$ cat src/rtl/instr_fetch_unit.sv
// Instruction fetch front end: drives the 1-cycle-latency ROM and buffers words for decode.
// Optional macro INSTR_FETCH_PERF_EN adds perf_fetched / perf_stall counters.
module instr_fetch_unit #(
  parameter int          ADDR_W     = 11,
  parameter int          DATA_W     = 32,
  parameter int unsigned RESET_PC   = 0,
  parameter int          FIFO_DEPTH = 2
) (
  input  logic              clka,
  input  logic              rsta_n,
  output logic [ADDR_W-1:0] rom_addr,
  input  logic [DATA_W-1:0] rom_dout,
  input  logic              redirect_valid,
  input  logic [ADDR_W-1:0] redirect_pc,
  output logic              inst_valid,
  input  logic              inst_ready,
  output logic [DATA_W-1:0] inst_data,
  output logic [ADDR_W-1:0] inst_pc
`ifdef INSTR_FETCH_PERF_EN
  ,
  output logic [31:0]       perf_fetched,
  output logic [31:0]       perf_stall
`endif
);

  localparam int PTR_W = $clog2(FIFO_DEPTH);
  localparam int CNT_W = PTR_W + 1;
  localparam logic [ADDR_W-1:0] RESET_ADDR = ADDR_W'(RESET_PC);
  localparam logic [CNT_W:0]    DEPTH_OCC  = (CNT_W + 1)'(FIFO_DEPTH);

  logic [ADDR_W-1:0] pc_q, pc_d;
  logic              inflight_q, inflight_d;
  logic [ADDR_W-1:0] inflight_pc_q, inflight_pc_d;
  logic [PTR_W-1:0]  rd_ptr_q, rd_ptr_d, wr_ptr_q, wr_ptr_d;
  logic [CNT_W-1:0]  count_q, count_d;
  logic [DATA_W-1:0] mem_data_q [FIFO_DEPTH];
  logic [DATA_W-1:0] mem_data_d [FIFO_DEPTH];
  logic [ADDR_W-1:0] mem_pc_q   [FIFO_DEPTH];
  logic [ADDR_W-1:0] mem_pc_d   [FIFO_DEPTH];
  logic [DATA_W-1:0] head_data_q, head_data_d;
  logic [ADDR_W-1:0] head_pc_q, head_pc_d;

  logic             pop, push, issue;
  logic [CNT_W:0]   occupancy;
  logic [CNT_W-1:0] remaining;

  // Occupancy counts the word still in the ROM so a full FIFO can never be overrun.
  always_comb begin
    pop       = (count_q != '0) && inst_ready;
    push      = inflight_q && !redirect_valid;
    occupancy = {1'b0, count_q} + {{CNT_W{1'b0}}, inflight_q} - {{CNT_W{1'b0}}, pop};
    issue     = !redirect_valid && (occupancy < DEPTH_OCC);
    remaining = count_q - {{PTR_W{1'b0}}, pop};
  end

  always_comb begin
    pc_d          = pc_q;
    inflight_d    = 1'b0;
    inflight_pc_d = inflight_pc_q;
    if (redirect_valid) begin
      pc_d = redirect_pc;
    end else if (issue) begin
      inflight_d    = 1'b1;
      inflight_pc_d = pc_q;
      pc_d          = pc_q + ADDR_W'(1);
    end
  end

  // The head is held in its own register so it keeps its last value once the FIFO drains.
  always_comb begin
    mem_data_d  = mem_data_q;
    mem_pc_d    = mem_pc_q;
    rd_ptr_d    = rd_ptr_q;
    wr_ptr_d    = wr_ptr_q;
    count_d     = count_q;
    head_data_d = head_data_q;
    head_pc_d   = head_pc_q;
    if (redirect_valid) begin
      rd_ptr_d = '0;
      wr_ptr_d = '0;
      count_d  = '0;
    end else begin
      if (push) begin
        mem_data_d[wr_ptr_q] = rom_dout;
        mem_pc_d[wr_ptr_q]   = inflight_pc_q;
        wr_ptr_d             = wr_ptr_q + PTR_W'(1);
      end
      if (pop) begin
        rd_ptr_d = rd_ptr_q + PTR_W'(1);
      end
      count_d = remaining + {{PTR_W{1'b0}}, push};
      if (remaining != '0) begin
        head_data_d = mem_data_q[rd_ptr_d];
        head_pc_d   = mem_pc_q[rd_ptr_d];
      end else if (push) begin
        head_data_d = rom_dout;
        head_pc_d   = inflight_pc_q;
      end
    end
  end

  always_ff @(posedge clka or negedge rsta_n) begin
    if (!rsta_n) begin
      pc_q          <= RESET_ADDR;
      inflight_q    <= 1'b0;
      inflight_pc_q <= '0;
      rd_ptr_q      <= '0;
      wr_ptr_q      <= '0;
      count_q       <= '0;
      head_data_q   <= '0;
      head_pc_q     <= '0;
      for (int i = 0; i < FIFO_DEPTH; i++) begin
        mem_data_q[i] <= '0;
        mem_pc_q[i]   <= '0;
      end
    end else begin
      pc_q          <= pc_d;
      inflight_q    <= inflight_d;
      inflight_pc_q <= inflight_pc_d;
      rd_ptr_q      <= rd_ptr_d;
      wr_ptr_q      <= wr_ptr_d;
      count_q       <= count_d;
      head_data_q   <= head_data_d;
      head_pc_q     <= head_pc_d;
      mem_data_q    <= mem_data_d;
      mem_pc_q      <= mem_pc_d;
    end
  end

  assign rom_addr   = pc_q;
  assign inst_valid = (count_q != '0);
  assign inst_data  = head_data_q;
  assign inst_pc    = head_pc_q;

`ifdef INSTR_FETCH_PERF_EN
  logic [31:0] perf_fetched_q, perf_fetched_d;
  logic [31:0] perf_stall_q, perf_stall_d;

  // Saturating counters; redirects deliberately leave them untouched.
  always_comb begin
    perf_fetched_d = perf_fetched_q;
    perf_stall_d   = perf_stall_q;
    if (push && (perf_fetched_q != 32'hFFFF_FFFF)) begin
      perf_fetched_d = perf_fetched_q + 32'd1;
    end
    if (inst_ready && !inst_valid && (perf_stall_q != 32'hFFFF_FFFF)) begin
      perf_stall_d = perf_stall_q + 32'd1;
    end
  end

  always_ff @(posedge clka or negedge rsta_n) begin
    if (!rsta_n) begin
      perf_fetched_q <= '0;
      perf_stall_q   <= '0;
    end else begin
      perf_fetched_q <= perf_fetched_d;
      perf_stall_q   <= perf_stall_d;
    end
  end

  assign perf_fetched = perf_fetched_q;
  assign perf_stall   = perf_stall_q;
`else
  // Without the macro no performance counters are built.
`endif

endmodule

$ cat config.mk
export PLATFORM = sky130hd
export DESIGN_NAME = instr_fetch_unit
export DESIGN_NICKNAME = d
export VERILOG_FILES = /design/src/rtl/instr_fetch_unit.sv
export SDC_FILE = /design/constraint.sdc
export NUM_CORES = 1
export LEC_CHECK = 0
export ABC_AREA = 1
export CAP_MARGIN = 40
export CELL_PAD_IN_SITES_DETAIL_PLACEMENT = 1
export CELL_PAD_IN_SITES_GLOBAL_PLACEMENT = 1
export CORE_UTILIZATION = 44
export CTS_CLUSTER_DIAMETER = 50
export CTS_CLUSTER_SIZE = 25
export DETAILED_ROUTE_END_ITERATION = 12
export GPL_TIMING_DRIVEN = 0
export PLACE_DENSITY = 0.9
export SLEW_MARGIN = 25
export SYNTH_ARGS = -nofsm -noshare
export SYNTH_HDL_FRONTEND = slang
export SYNTH_SLANG_ARGS = --single-unit
$ cat constraint.sdc
create_clock -name clka -period 6.29 [get_ports clka]
set_input_delay 1.5725 -clock clka [delete_from_list [all_inputs] [get_ports clka]]
set_output_delay 1.5725 -clock clka [all_outputs]
set_load 0.02 [all_outputs]
==> run metrics, run 1 <==
RSZ-0062 raised after global routing no; most area-consuming cells after synthesis dfrtp_1, nand2_1, nand3_1; Synth top area share 0.536; Critical Path AT roughly 4.2 ns; maximum vdd ir drop 274 uV; core area ~16,000 um2; HP Class reg2reg; CTS Sinks between 150 and 200; initial core utilization 0.455; final hold vios 0; detailed-route via count 6,796; die height approximately 130 um; global-route wire length before repair between 30,000 and 40,000 um; largest net degree at the start of global routing 80; postcts setup bufs 0; Antenna Cells 0; Post-Synth Adder-Cell Area 0.00962; clock power share 0.183; Post-synth EDFFs 0; status finished, final reports clean; fillers between 1,500 and 2,000; register area share after synthesis 0.536; final WL about 23,000 um; max-slew violations 0; largest family of logic cells by synthesized area simple AND/OR/NAND/NOR gates; ys async rst share 1.00; Post-CTS Hold Fix Bufs 0; routability cong. between 0.8 and 0.9; Port Buffers 100; Die X 131 um; syn nets between 900 and 1,000; grt total ovfl 0; num ports roughly 100; Cells after Synth a little under 900; fin nets between 1,000 and 1,500; detailed-router iteration count before antenna repair 5; Tmin final 3.90 ns; FF+latch count, synth 156; top-count cell post-synth nand2_1; Iter 0 DRT Violations between 500 and 600; CP Launch Type primary input; CTS H-tree depth 4; Max Cap Viol 0; row count 46; Post-Syn Area between 7000 and 8000 um2; compound-gate portion of the synthesized area 0.126; relative slew slack 0.595; CTS root buf clkbuf_16; Via density between 5 and 6; Sw Pwr roughly 2.4 mW; clock latency on the worst-skew pair approximately 0.44 ns; hold_ws ~0.47 ns; routed length per instance 18.7 um; Post-Synth XOR/XNOR Area 0.00481; CTS tree built; Synth top cells by count nand2_1, dfrtp_1, nand3_1; Layout Skew between 0.006 and 0.007 ns; syn avg cell area between 8 and 9 um2; critical setup path kind in2reg; clock slew at reported path FFs 0.06 ns; sequential share of power 0.327; CP max FO 10; CTS buffer count 17; vias in the first global route 7,268; Syn-to-layout area delta 26.0%; Final setup viols 0; Least-Margin Pin Slew roughly 0.6 ns; area occupied by multi-input gates around 2800 um2; FF+latch area 3900 um2; top cell type by total area after synthesis dfrtp_1; layout cell share with drive strength beyond 1 0.0829; CTS Buffer Depth 2; ANT nets after route 0; simple-gate share of the synthesized area 0.249; Post-DP HPWL about 15,000 um; Post-CTS Resized 0; sw frac 0.435; Total Power about 5.6 mW; P_int ~3.2 mW; FF-to-FF path depth 10; die area approximately 17,000 um2; Distinct cells, synth 29; combinational share of power 0.489; initial antenna violation count 0; Synth Flop Type dfrtp_1; GRT Util Overall 0.284; final period utilization 0.620; crit end category flop; FMAX between 200 and 300 MHz; Yosys Warn Count 0; DRC viols 0; Hold Path Cell Cnt 2; pwr/cell area ~610 nW/um2; Crit path required time ~6.6 ns; Pleak approximately 4.3 nW; portion of netlist area occupied by mux cells 0
worst paths after layout:
path                                           start                      endpoint  slack (ns)
setup / recovery                          inst_ready  inflight_pc_q[2]$_DFFE_PN0P_        2.39
hold / removal             inst_data[19]$_DFFE_PN0P_     inst_data[19]$_DFFE_PN0P_        0.47
setup reg to reg                count_q[1]$_DFF_PN0_  inflight_pc_q[2]$_DFFE_PN0P_        3.50
hold reg to reg            inst_data[19]$_DFFE_PN0P_     inst_data[19]$_DFFE_PN0P_        0.47
max in group asynchronous                     rsta_n       mem_pc_q[9]$_DFFE_PN0P_        4.38
min in group asynchronous                     rsta_n    mem_data_q[48]$_DFFE_PN0P_        1.11
kinds of logic after synthesis:
group | after synthesis
compound gates | 159
buf+inv | 121
simple gates | 423
xor+xnor | 4
fa+ha+maj | 5
flops | 156
worst max-delay path, stage by stage:
cell             delay [ns]
clkdlybuf4s50_1        0.49
o21ai_1                0.18
inv_1                  0.07
ha_1                   0.28
inv_2                  0.10
nand2_1                0.11
fa_1                   0.56
nand3_1                0.17
nor2_4                 0.26
buf_2                  0.28
o21ai_0                0.13
power groups by stage:
stage,combinational (mW),sequential (mW),clock [mW]
4_1_cts,2.75,1.83,1.04
3_5_place_dp,2.69,1.84,0
3_3_place_gp,2.56,1.81,0
5_1_grt,3.03,1.89,1.08
2_1_floorplan,1.54,1.96,0
6_report,2.75,1.84,1.03
metal layers:
metal	global-route usage	vias to the layer above	wire length, um
met1	0.348	3420	9490
met3	0.0533	67	1110
met2	0.485	239	11500
li1	-	3070	-
met5	0	-	0
met4	0.130	0	649
cell type report:
class                           count  share of cell area
Timing Repair Buffer              101               0.113
Inverter                           66              0.0270
Tap cell                          216              0.0294
Buffer                             55              0.0318
Clock buffer                       25              0.0551
Multi-Input combinational cell    591               0.309
Clock inverter                      7             0.00927
Sequential cell                   156               0.425
registers in the layout, indices dropped and copies added (netlist names):
name and cells:
mem_data_q 64, inst_data 32, inst_pc 11, rom_addr 11
inflight_pc_q 11, mem_pc_q 22, count_q 2, wr_ptr_q 1
rd_ptr_q 1, inflight_q 1
placed cells by master, fill, tap and decap left out, drive strengths merged:
cell type / count
nand2: 264
xor2: 3
nor2: 11
clkdlybuf4s50: 99
o21ai: 63
nor3: 1
inv: 66
nand3: 143
nand4: 2
dfrtp: 156
a31oi: 1
o21a: 43
fa: 1
clkinv: 5
xnor2: 1
nand3b: 2
o211ai: 4
bufinv: 2
buf: 44
clkbuf: 38
a21oi: 48
ha: 4
stage by stage:
step           TNS (ns)  cells  worst slack [ns]   util  cell area [um2]
2_1_floorplan         0    868              2.94      -             7280
3_3_place_gp    -433.37   1184             -2.79  0.535             8550
3_5_place_dp          0   1185              1.97  0.537             8590
4_1_cts               0   1217              2.43  0.574             9180
5_1_grt               0   1217              2.21  0.574             9180
6_report              0   1217              2.39  0.574             9180
(Power assumes the default switching activity.)
==> run 2, diff against run 1 <==
--- a/config.mk
+++ b/config.mk
@@ -9,12 +9,12 @@
 export CAP_MARGIN = 40
 export CELL_PAD_IN_SITES_DETAIL_PLACEMENT = 1
 export CELL_PAD_IN_SITES_GLOBAL_PLACEMENT = 1
-export CORE_UTILIZATION = 44
+export CORE_UTILIZATION = 37
 export CTS_CLUSTER_DIAMETER = 50
 export CTS_CLUSTER_SIZE = 25
 export DETAILED_ROUTE_END_ITERATION = 12
 export GPL_TIMING_DRIVEN = 0
-export PLACE_DENSITY = 0.9
+export PLACE_DENSITY = 0.81
 export SLEW_MARGIN = 25
 export SYNTH_ARGS = -nofsm -noshare
 export SYNTH_HDL_FRONTEND = slang
==> constraint.sdc (replaced) <==
create_clock -name clka -period 3.35 [get_ports clka]
set_input_delay 0.8375 -clock clka [delete_from_list [all_inputs] [get_ports clka]]
set_output_delay 0.8375 -clock clka [all_outputs]
set_load 0.02 [all_outputs]
==> run 2 against run 1 <==
- flip-flop and latch count stayed put
- setup slack worse by 2.2 ns
- clock-buffer cell count is 1 higher
- power is 86% higher
- sequential share of layout area is 0.39 points lower
- register-to-register slack worse by 2.9 ns
- via count is 4.1% lower
- clock power is 91% higher
==> run metrics, run 2 (synthesis gave the netlist of run 1 again) <==
GRT Util Overall 0.232; clock slew at reported path FFs 0.06 ns; detailed-router iteration count before antenna repair 4; global-route wire length before repair 36,300 um; status finished, final reports clean; sequential share of power 0.329; clock power share 0.188; critical setup path kind in2reg; Post-CTS Resized 0; fin cells approximately 1,300; initial core utilization 0.383; maximum vdd ir drop between 400 and 500 uV; RSZ-0062 raised after global routing no; CTS H-tree depth 4; CTS buffer count 17; Antenna Cells 0; CP Launch Type primary input; CTS root buf clkbuf_16; dpl cells roughly 1,200; detailed-route via count 6,520; CTS Buffer Depth 2; routed length per instance ~17 um; Iter 0 DRT Violations 301; Crit path required time between 3 and 4 ns; Least-Margin Pin Slew between 0.5 and 0.6 ns; Total Power about 10 mW; num ports 102; combinational share of power 0.483; Tmin final approximately 3.1 ns; HP Class in2async; DRC viols 0; grt total ovfl 0; most common cell after layout, fill and taps aside nand2_1; Sw Pwr approximately 4.5 mW; die area ~20,000 um2; die height 142 um; Via density between 5 and 6; CP max FO 10; Post-DP HPWL ~14,000 um; register bank with the most flops mem_data_q; largest net degree at the start of global routing between 60 and 70; Die X 142 um; FMAX 319 MHz; fillers approximately 2,300; Syn-to-layout area delta 27.2%; row count 50; Final setup viols 0; most frequent cells in the layout nand2_1, dfrtp_1, nand3_1, clkdlybuf4s50_1, inv_1; Critical Path AT ~3.5 ns; clock latency on the worst-skew pair between 0.4 and 0.5 ns; Port Buffers 100; final period utilization 0.936; core area roughly 19,000 um2; max-slew violations 0; sw frac 0.428; Layout Skew between 0.01 and 0.015 ns; CTS tree built; vias in the first global route around 7,100; pwr/cell area between 1000 and 1500 nW/um2; ANT nets after route 0; crit end category flop; final hold vios 0; final WL around 22,000 um; routability cong. between 0.8 and 0.9; relative slew slack 0.637; Max Cap Viol 0; layout cell share with drive strength beyond 1 0.0828; max FFs per register between 60 and 70; P_int 5.97 mW; fin nets roughly 1,000; postcts setup bufs 0; Pleak around 4.3 nW; Post-CTS Hold Fix Bufs 0; CTS Sinks between 150 and 200; initial antenna violation count 0
-- run 2: per-layer routing --
layer | track usage | vias up | wire length, um
met2 | 0.401 | 125 | 10900
met3 | 0.0444 | 33 | 695
met4 | 0.0719 | 0 | 329
met1 | 0.293 | 3282 | 9700
met5 | 0 | - | 0
li1 | - | 3080 | -
-- run 2: worst max-delay path, stage by stage --
cell	delay (ns)
clkdlybuf4s50_1	0.56
o21ai_1	0.14
inv_1	0.08
ha_1	0.21
inv_1	0.06
ha_1	0.33
nor2_4	0.26
inv_2	0.15
o21ai_2	0.29
buf_2	0.31
a21oi_1	0.07
nand2_1	0.11
nand2_1	0.05
-- run 2: final timing paths --
check / start / endpoint / slack (ns) / cells past startpoint
worst max-delay path: inst_ready / inst_data[17]$_DFFE_PN0P_ / 0.21 / 13
min in group clka: inst_data[16]$_DFFE_PN0P_ / inst_data[16]$_DFFE_PN0P_ / 0.48 / 2
worst min register to register: inst_data[16]$_DFFE_PN0P_ / inst_data[16]$_DFFE_PN0P_ / 0.48 / 2
worst min-delay path: rsta_n / inst_data[20]$_DFFE_PN0P_ / 0.26 / 1
worst max register to register: count_q[1]$_DFF_PN0_ / inflight_pc_q[1]$_DFFE_PN0P_ / 0.57 / 10
max in group asynchronous: rsta_n / mem_data_q[63]$_DFFE_PN0P_ / 2.44 / 2
-- run 2: final cells by class --
cell class | count | area (um2) | area share
buffer | 55 | 292 | 0.0315
sequential | 156 | 3900 | 0.422
clock inverter | 6 | 82.6 | 0.00892
inverter | 66 | 248 | 0.0267
tap | 260 | 325 | 0.0351
timing repair buffer | 102 | 1060 | 0.115
clock buffer | 26 | 509 | 0.0550
multi-input combinational | 591 | 2840 | 0.307
-- run 2: power groups by stage --
stage	registers, mW	clock network (mW)	logic, mW
after global routing	3.55	2.06	5.61
after global placement	3.40	0	4.87
after floorplan	3.67	0	2.90
after detailed placement	3.44	0	5.01
after CTS	3.43	1.99	5.10
final	3.43	1.97	5.05
-- run 2: through the flow --
| stage | setup WS [ns] | instance area, um2 | util | setup TNS [ns] | hold WS, ns |
|---|---|---|---|---|---|
| after floorplan | 0.739 | 7280 | - | 0 | 0.453 |
| after global placement | -5.13 | 8610 | 0.453 | -803.24 | 0.463 |
| after detailed placement | -0.240 | 8670 | 0.456 | -9.53 | 0.466 |
| after CTS | 0.208 | 9260 | 0.487 | 0 | 0.267 |
| after global routing | 0.0312 | 9260 | 0.487 | 0 | 0.282 |
| final | 0.214 | 9260 | 0.487 | 0 | 0.263 |
